### src/rtl/mem_arb_pkg.sv
// mem_arb_pkg: shared types and constants for the core memory port arbiter
package mem_arb_pkg;
  typedef enum logic {SRC_INSTR, SRC_DATA} mem_src_e;
  typedef struct packed {
    mem_src_e src;
    logic     discard;
  } mem_tag_t;
  localparam logic [3:0] INSTR_BE = 4'hF;
endpackage

### src/rtl/mem_tag_fifo.sv
// mem_tag_fifo: in-order tag FIFO for outstanding transactions, with a
// broadcast that marks every queued instruction entry as discarded.
module mem_tag_fifo
  import mem_arb_pkg::*;
#(
  parameter int DEPTH = 2
) (
  input  logic     clk,
  input  logic     rstn,
  input  logic     push,
  input  mem_tag_t push_tag,
  input  logic     pop,
  input  logic     set_discard,
  output mem_tag_t head,
  output logic     full,
  output logic     empty
);
  localparam int AW = DEPTH > 1 ? $clog2(DEPTH) : 1;
  localparam int CW = $clog2(DEPTH + 1);
  mem_tag_t       mem [DEPTH];
  logic [AW-1:0]  rd_ptr, wr_ptr;
  logic [CW-1:0]  count;
  function automatic logic [AW-1:0] nxt(input logic [AW-1:0] p);
    return p == AW'(DEPTH - 1) ? '0 : p + 1'b1;
  endfunction
  always_ff @(posedge clk or negedge rstn) begin
    if (!rstn) begin
      rd_ptr <= '0;
      wr_ptr <= '0;
      count  <= '0;
      for (int i = 0; i < DEPTH; i++) mem[i] <= '0;
    end else begin
      for (int i = 0; i < DEPTH; i++)
        if (set_discard && mem[i].src == SRC_INSTR) mem[i].discard <= 1'b1;
      // the pushed entry carries its own discard and overrides the broadcast
      if (push) begin
        mem[wr_ptr] <= push_tag;
        wr_ptr      <= nxt(wr_ptr);
      end
      if (pop) rd_ptr <= nxt(rd_ptr);
      count <= count + CW'(push) - CW'(pop);
    end
  end
  assign head  = mem[rd_ptr];
  assign full  = count == CW'(DEPTH);
  assign empty = count == '0;
endmodule

### src/rtl/mem_port_arbiter.sv
// mem_port_arbiter: shares one memory port between fetch and LSU, with
// starvation guard, in-order response routing and fetch-flush discard.
module mem_port_arbiter
  import mem_arb_pkg::*;
#(
  parameter int MAX_OUTSTANDING = 2,
  parameter int STARVE_LIMIT    = 4
) (
  input  logic        clk,
  input  logic        rstn,
  input  logic        instr_req_i,
  input  logic [31:0] instr_addr_i,
  output logic        instr_gnt_o,
  output logic        instr_rvalid_o,
  output logic [31:0] instr_rdata_o,
  output logic        instr_err_o,
  input  logic        instr_flush_i,
  input  logic        data_req_i,
  input  logic        data_we_i,
  input  logic [3:0]  data_be_i,
  input  logic [31:0] data_addr_i,
  input  logic [31:0] data_wdata_i,
  output logic        data_gnt_o,
  output logic        data_rvalid_o,
  output logic [31:0] data_rdata_o,
  output logic        data_err_o,
  output logic        mem_req_o,
  output logic        mem_we_o,
  output logic [3:0]  mem_be_o,
  output logic [31:0] mem_addr_o,
  output logic [31:0] mem_wdata_o,
  input  logic        mem_gnt_i,
  input  logic        mem_rvalid_i,
  input  logic [31:0] mem_rdata_i,
  input  logic        mem_err_i,
  output logic        proto_err_o
);
  localparam int SW = $clog2(STARVE_LIMIT + 1);
  logic [SW-1:0] starve_cnt;
  logic          full, empty, instr_sel, data_sel, hs, pop, head_instr, head_drop;
  mem_tag_t      head;
  assign instr_sel   = instr_req_i & (~data_req_i | starve_cnt == SW'(STARVE_LIMIT));
  assign data_sel    = data_req_i & ~instr_sel;
  assign mem_req_o   = (instr_req_i | data_req_i) & ~full;
  assign hs          = mem_req_o & mem_gnt_i;
  assign instr_gnt_o = hs & instr_sel;
  assign data_gnt_o  = hs & data_sel;
  assign mem_we_o    = data_sel & data_we_i;
  assign mem_be_o    = instr_sel ? INSTR_BE : data_sel ? data_be_i : '0;
  assign mem_addr_o  = instr_sel ? instr_addr_i : data_sel ? data_addr_i : '0;
  assign mem_wdata_o = data_sel ? data_wdata_i : '0;
  always_ff @(posedge clk or negedge rstn) begin
    if (!rstn) starve_cnt <= '0;
    else if (!instr_req_i || instr_gnt_o) starve_cnt <= '0;
    else if (data_gnt_o && starve_cnt != SW'(STARVE_LIMIT)) starve_cnt <= starve_cnt + 1'b1;
  end
  always_ff @(posedge clk or negedge rstn) begin
    if (!rstn) proto_err_o <= 1'b0;
    else if (mem_rvalid_i && empty) proto_err_o <= 1'b1;
  end
  mem_tag_fifo #(.DEPTH(MAX_OUTSTANDING)) u_fifo (
    .clk        (clk),
    .rstn       (rstn),
    .push       (hs),
    .push_tag   ('{src: instr_sel ? SRC_INSTR : SRC_DATA, discard: instr_sel & instr_flush_i}),
    .pop        (pop),
    .set_discard(instr_flush_i),
    .head       (head),
    .full       (full),
    .empty      (empty)
  );
  // a flush in the pop cycle also suppresses that response
  assign pop            = mem_rvalid_i & ~empty;
  assign head_instr     = head.src == SRC_INSTR;
  assign head_drop      = head.discard | instr_flush_i;
  assign instr_rvalid_o = pop & head_instr & ~head_drop;
  assign instr_err_o    = instr_rvalid_o & mem_err_i;
  assign data_rvalid_o  = pop & ~head_instr;
  assign data_err_o     = data_rvalid_o & mem_err_i;
  assign instr_rdata_o  = mem_rdata_i;
  assign data_rdata_o   = mem_rdata_i;
endmodule

### config.mk
export PLATFORM = sky130hd
export DESIGN_NAME = mem_port_arbiter
export DESIGN_NICKNAME = d
export VERILOG_FILES = /design/src/rtl/mem_arb_pkg.sv /design/src/rtl/mem_tag_fifo.sv /design/src/rtl/mem_port_arbiter.sv
export SDC_FILE = /design/constraint.sdc
export NUM_CORES = 1
export LEC_CHECK = 0
export CAP_MARGIN = 15
export CORE_AREA = 2 2 111 113
export CTS_CLUSTER_DIAMETER = 30
export DETAILED_ROUTE_END_ITERATION = 10
export DIE_AREA = 0 0 113 115
export PLACE_DENSITY = 0.63
export SYNTH_ARGS = -nofsm -noshare
export SYNTH_HDL_FRONTEND = slang
export SYNTH_SLANG_ARGS = --single-unit
### constraint.sdc
create_clock -name clk -period 1.95 [get_ports clk]
set_input_delay 0.39 -clock clk [delete_from_list [all_inputs] [get_ports clk]]
set_output_delay 0.39 -clock clk [all_outputs]
set_load 0.05 [all_outputs]
* After elaboration in Yosys (flattened, before gate mapping)
Index checks and enable logic that the tools add are counted.
W data, S select, Z words.
** Operators by class
- $lt $le $gt $ge :: 3
- Equality and inequality tests :: 3
- Bitwise gates (word level) :: 27
- Reduce and logical (&&, ||, !) cells :: 9
- Muxes and demuxes :: 19
- Add/sub/neg operators :: 5
** Operators with widths (count)
- $mux W32 :: 3
- $and A1 B1 Y1 :: 14
- $mux W3 :: 3
- $mux W2 :: 4
- $mux W4 :: 2
- $not A1 Y1 :: 8
- $logic_and A1 B1 Y1 :: 5
- $mux W1 :: 5
- $bwmux W4 :: 1
- $ge A2 B2 Y1 const B :: 2
- $not A1 Y2 :: 2
- $add A3 B1 Y3 const B :: 1
- $eq A3 B3 Y1 const B :: 1
- $ne A3 B3 Y1 const B :: 1
- $or A1 B1 Y1 :: 3
- $add A1 B1 Y1 const B :: 2
- $add A2 B1 Y2 :: 1
- $demux W2 S1 :: 1
- $eq A2 B2 Y1 const B :: 1
- $logic_not A2 Y1 :: 1
- $lt A2 B1 Y1 const B :: 1
- $reduce_bool A2 Y1 :: 1
- $sub A2 B1 Y2 :: 1
- $logic_not A1 Y1 :: 1
- $logic_or A1 B1 Y1 :: 1
** Word-level totals
- Logic and storage cells :: 75
- Register bits after elaboration :: 12
- Output and inout bits :: 141
- Bits of input ports :: 141

* Logic depth before layout (Yosys ltp)
- Depth in word-level cells :: 9
- Gate-level depth with buffers :: 7
- Depth with buffers taken out :: 7

* Modules after synthesis
Synthesis repeated with hierarchy kept, for this count alone.
** Second synthesis, totals
- Cells, all modules :: 219
- Area total of the unflattened synthesis :: 1803.0 um2
** By module, submodules not included
- mem_port_arbiter :: cells each 186, area each 1418.9 um2, times used 1, sequential area each 100.1 um2
- mem_tag_fifo :: cells each 33, area each 384.1 um2, times used 1, sequential area each 200.2 um2

* Worst setup path after synthesis
No wires, ideal clock.
- Kind :: register to output
- Start point :: reg u_fifo.rd_ptr
- End point :: out instr_err_o
- Slack :: -1.243 ns
- Buffers on the path :: 0
- Arrival :: 2.803 ns
- Cell stages (with the launch flop) :: 4
- Data required time :: 1.560 ns
- Cell sequence :: dfrtp_1 > mux2_2 > nor4_1 > and2_1
** Between the ends
- Word-level cells in the longest chain between the ends :: 8
- Elaborated cells on any way between the ends :: 10
- Classes of those cells :: mux (3); bitwise (7)
** Ends and longest elaborated chain
- from (decl) :: line mem_tag_fifo.sv:21 : logic [AW-1:0] rd_ptr, wr_ptr;
- from (signal assigned) :: line mem_tag_fifo.sv:40 : if (pop) rd_ptr <= nxt(rd_ptr);
- $not A1 Y2 (not written as such) * :: line mem_tag_fifo.sv:44 : assign head = mem[rd_ptr];
- $mux W2 (not written as such) * (3 in series) :: line mem_tag_fifo.sv:44
- $not A1 Y1 or $or A1 B1 Y1 (tied branches) :: line mem_port_arbiter.sv:74, mem_port_arbiter.sv:75
- $and A1 B1 Y1 or $not A1 Y1 (tied branches) :: line mem_port_arbiter.sv:76 : assign instr_rvalid_o = pop & head_instr & ~head_drop;
- $and A1 B1 Y1 * :: line mem_port_arbiter.sv:76
- via instr_rvalid_o :: line mem_port_arbiter.sv:14 : output logic instr_rvalid_o,
- $and A1 B1 Y1 * :: line mem_port_arbiter.sv:77 : assign instr_err_o = instr_rvalid_o & mem_err_i;
- to (decl) :: line mem_port_arbiter.sv:16 : output logic instr_err_o,
The timed path passes the listed nets; every way through them passes the cells marked *. The select of a mux whose other input is x is not followed.

* Worst setup path in the final report
- Start point :: reg starve_cnt[1]
- End point :: out mem_addr_o[30]
** Between the ends
- Word-level cells in the longest chain between the ends :: 7
** Ends and longest elaborated chain
- from (decl) :: line mem_port_arbiter.sv:39 : logic [SW-1:0] starve_cnt;
- from (signal assigned) :: line mem_port_arbiter.sv:55 : else if (data_gnt_o && starve_cnt != SW'(STARVE_LIMIT)) starve_cnt <= starve_cnt + 1'b1;
- $eq A3 B3 Y1 * :: line mem_port_arbiter.sv:42 : assign instr_sel = instr_req_i & (~data_req_i | starve_cnt == SW'(STARVE_LIMIT));
- $or A1 B1 Y1 * :: line mem_port_arbiter.sv:42
- $and A1 B1 Y1 * :: line mem_port_arbiter.sv:42
- $not A1 Y1 :: line mem_port_arbiter.sv:43 : assign data_sel = data_req_i & ~instr_sel;
- $and A1 B1 Y1 :: line mem_port_arbiter.sv:43
- $mux W32 :: line mem_port_arbiter.sv:50 : assign mem_addr_o = instr_sel ? instr_addr_i : data_sel ? data_addr_i : '0;
- $mux W32 * :: line mem_port_arbiter.sv:50
- to (decl) :: line mem_port_arbiter.sv:30 : output logic [31:0] mem_addr_o,
Every way passes the cells marked *; elsewhere a longest branch is shown, timed or not.

==> metrics.txt <==
failing checks=design-rule violations, negative setup slack; antenna cells=0; post-route ant nets=0; hold crit path type=register to register; Post-synth top cells=buf_4, and2_1, a22o_1; Hold Fails Final Rpt=0; top-count cell post-synth=buf_4; CTS Hold Bufs=0; worst stage delay on the critical path=about 0.4 ns; yosys warns=0; area leader, netlist=buf_4; CTS max path bufs=2; CTS Buf Count=3; unique cell type count in the Yosys netlist=29; pre-CTS setup slack=-0.312 ns; kind of end point of the critical path=output port; HPWL after DPL=6.90 mm; top-area cell type share of the netlist area=about 29%; Crit Path Max Fanout=11; unrepaired setup endpoints after global routing=yes; I/O pins=~280; H-Tree Depth=1; Max Cap Viol=0; Seq/Total Area, Yosys=around 17%; Mapped Nets=between 300 and 400; Initial Utilization=around 15%; Clk pin slew, worst setup/hold paths=about 0.040 ns; outcome=complete, but fails checks; CP endpoint=mem_addr_o[30]; detailed-route via count=roughly 2100; Core ar.=roughly 0.012 mm²; Slew HR=approximately 63%; WL per Instance=approximately 18 µm; clk_skew=between 0.001 and 0.0015 ns; Reg2Reg Setup Slack=0.22 ns; # DRC=20; non-filler cells, final=about 510; DR pass1 iterations=8; largest net degree at the start of global routing=23; row count=40; CTS root buf=clkbuf_16; IO buf count=roughly 190; Syn Inst Count=roughly 220; Critical R2R Capture=u_fifo.count[1]$_DFF_PN0_; setup_tns=-6.98 ns; WL final=slightly above 9 mm; Max Freq=477 MHz; # setup viols final=71; first-pass GRT wire length=around 13 mm; EDFF count, synth=0; critical path launch point=starve_cnt[1]$_DFFE_PN0P_; Avg Cell Area, Syn=about 8.0 µm²; dpl cells=~500; power density over cell area=576 mW/mm²; number of vias per cell=4.13; Tmin final=2.10 ns; Buf+Inv Stages, Crit Path=4; CP Cell Sequence=inv_2 > ha_4 > a31oi_4 > buf_12 > buf_16 > a22o_4 > buf_12; post-layout util=43.2%; Die Wd=~110 µm; slack of the critical path=-0.147 ns; Syn-to-layout area delta=193%; via count of the first global-routing pass=approximately 2400; top_reg_cell synth=dfrtp_1; Worst Reg2Reg Path Length in Cells=8; Slew Limit Fails=0; Synth Register Bits=12; total grt overflow=0; number of antenna violations at the first check in global routing=0; Worst Path Arrival=between 1.5 and 2 ns; P_leak=approximately 0.0022 µW; slowest library cell on the worst path=dfrtp_1; RePlAce Congestion=around 0.7; nets=514; CTS tree=done; die span in y=115 µm; most used cell, CP=buf_12; total power=just under 3000 µW; fin crit share=108%; Fillers=approximately 1100; leading post-synthesis cells by cell area=buf_4, dfrtp_1, a22o_1, and2_1, ha_1; peak supply drop=approximately 0.29 mV; delay-heaviest family, CP=buffers and inverters; Detailed Route Iter0 Violations=71; share of cells above drive strength 1=between 50 and 60%; Clock Latency Late Sink=0.24 ns; CTS sink cnt=12; DIE AREA=~0.013 mm²; Synth async-reset ratio=100%; RR Startpoint=u_fifo.count[0]$_DFF_PN0_; gr usage total=between 10% and 20%; worst-margin pin slew=~0.55 ns; worst path required time=approximately 1.6 ns; Worst Setup Start Kind=register; WS Path Type=register to output port; Crit. path cell count=7; mapped cell area=roughly 0.0017 mm²
-- timing repair --
action	in CTS	in global routing
cloned	5	6
setup buffers	9	2
setup endpoints to repair	73	73
endpoints found under the hold margin	0	0
pin swaps	16	19
gates resized for setup	62	11
-- power breakdown --
part,switching (µW),internal (µW)
combinational,965,1180
clock,102,267
sequential,82.9,342
total,1150,1790
-- stage by stage --
step	area, µm²	hold WS (ns)
2_1_floorplan	1910	0.0944
3_3_place_gp	4350	0.438
3_5_place_dp	4350	0.452
4_1_cts	4940	0.461
5_1_grt	5100	0.481
6_report	5100	0.456
-- area by class of cell --
type	count	area, µm²	area share (%)
multi-input combinational	118	1320	25.8
inverter	11	50.0	0.981
timing repair buffer	223	3180	62.2
sequential	12	300	5.88
tap	147	184	3.60
clock buffer	3	75.1	1.47
-- state kept, by name, summed over array words and instances (netlist names) --
name / flops
u_fifo.mem: 4
starve_cnt: 3
u_fifo.count: 2
proto_err_o: 1
u_fifo.rd_ptr: 1
u_fifo.wr_ptr: 1
-- worst min path at each step --
stage	startpoint	to	cells after the start
4_1_cts	proto_err_o$_DFFE_PN0P_	proto_err_o$_DFFE_PN0P_	1
3_3_place_gp	proto_err_o$_DFFE_PN0P_	proto_err_o$_DFFE_PN0P_	1
3_5_place_dp	proto_err_o$_DFFE_PN0P_	proto_err_o$_DFFE_PN0P_	1
6_report	proto_err_o$_DFFE_PN0P_	proto_err_o$_DFFE_PN0P_	1
5_1_grt	proto_err_o$_DFFE_PN0P_	proto_err_o$_DFFE_PN0P_	1
2_1_floorplan	rstn	proto_err_o$_DFFE_PN0P_	0
-- layer usage --
| metal | vias up | share of wire, % | GRT usage (%) |
|---|---|---|---|
| met2 | 153 | 53 | 24.3 |
| met4 | 0 | 1.6 | 3.66 |
| met5 | - | 0 | 0 |
| li1 | 974 | - | - |
| met3 | 15 | 9.9 | 4.16 |
| met1 | 982 | 35 | 13.7 |
-- placed cells by master (no fill, tap or decap), drive strengths merged --
cell / Yosys / final
clkdlybuf4s50: 0 / 105
a31oi: 2 / 2
ha: 4 / 4
o21ai: 3 / 3
and2b: 1 / 1
and2: 36 / 36
nand2: 11 / 11
o2bb2ai: 1 / 1
clkbuf: 8 / 9
nor3: 1 / 1
nor2b: 2 / 2
o22a: 1 / 1
a21boi: 1 / 1
dlygate4sd2: 0 / 3
nor2: 4 / 4
a21o: 5 / 5
xnor2: 4 / 4
or3b: 1 / 1
clkinv: 1 / 1
a22o: 32 / 32
buf: 69 / 108
mux2: 1 / 1
nor4: 1 / 1
a31o: 1 / 1
clkinvlp: 0 / 1
dlymetal6s2s: 0 / 1
o22ai: 3 / 3
mux2i: 2 / 2
dfrtp: 12 / 12
inv: 10 / 9
and3: 1 / 1
-- cell families after synthesis --
kind of cell / share of synthesized area, %
fa+ha+maj: 2.87
simple gates: 19.5
buf+inv: 33.8
compound gates: 22.8
xor+xnor: 2.01
mux: 1.79
flops: 17.2
-- worst reg2reg max path: stages, from the launching register on --
cell and delay, ns:
dfrtp_1 0.43, o21ai_2 0.24, buf_4 0.14, inv_1 0.05, ha_1 0.27, inv_1 0.04, ha_1 0.18, xnor2_1 0.17
xnor2_1 0.13
Power figures use the tool's default switching activity.
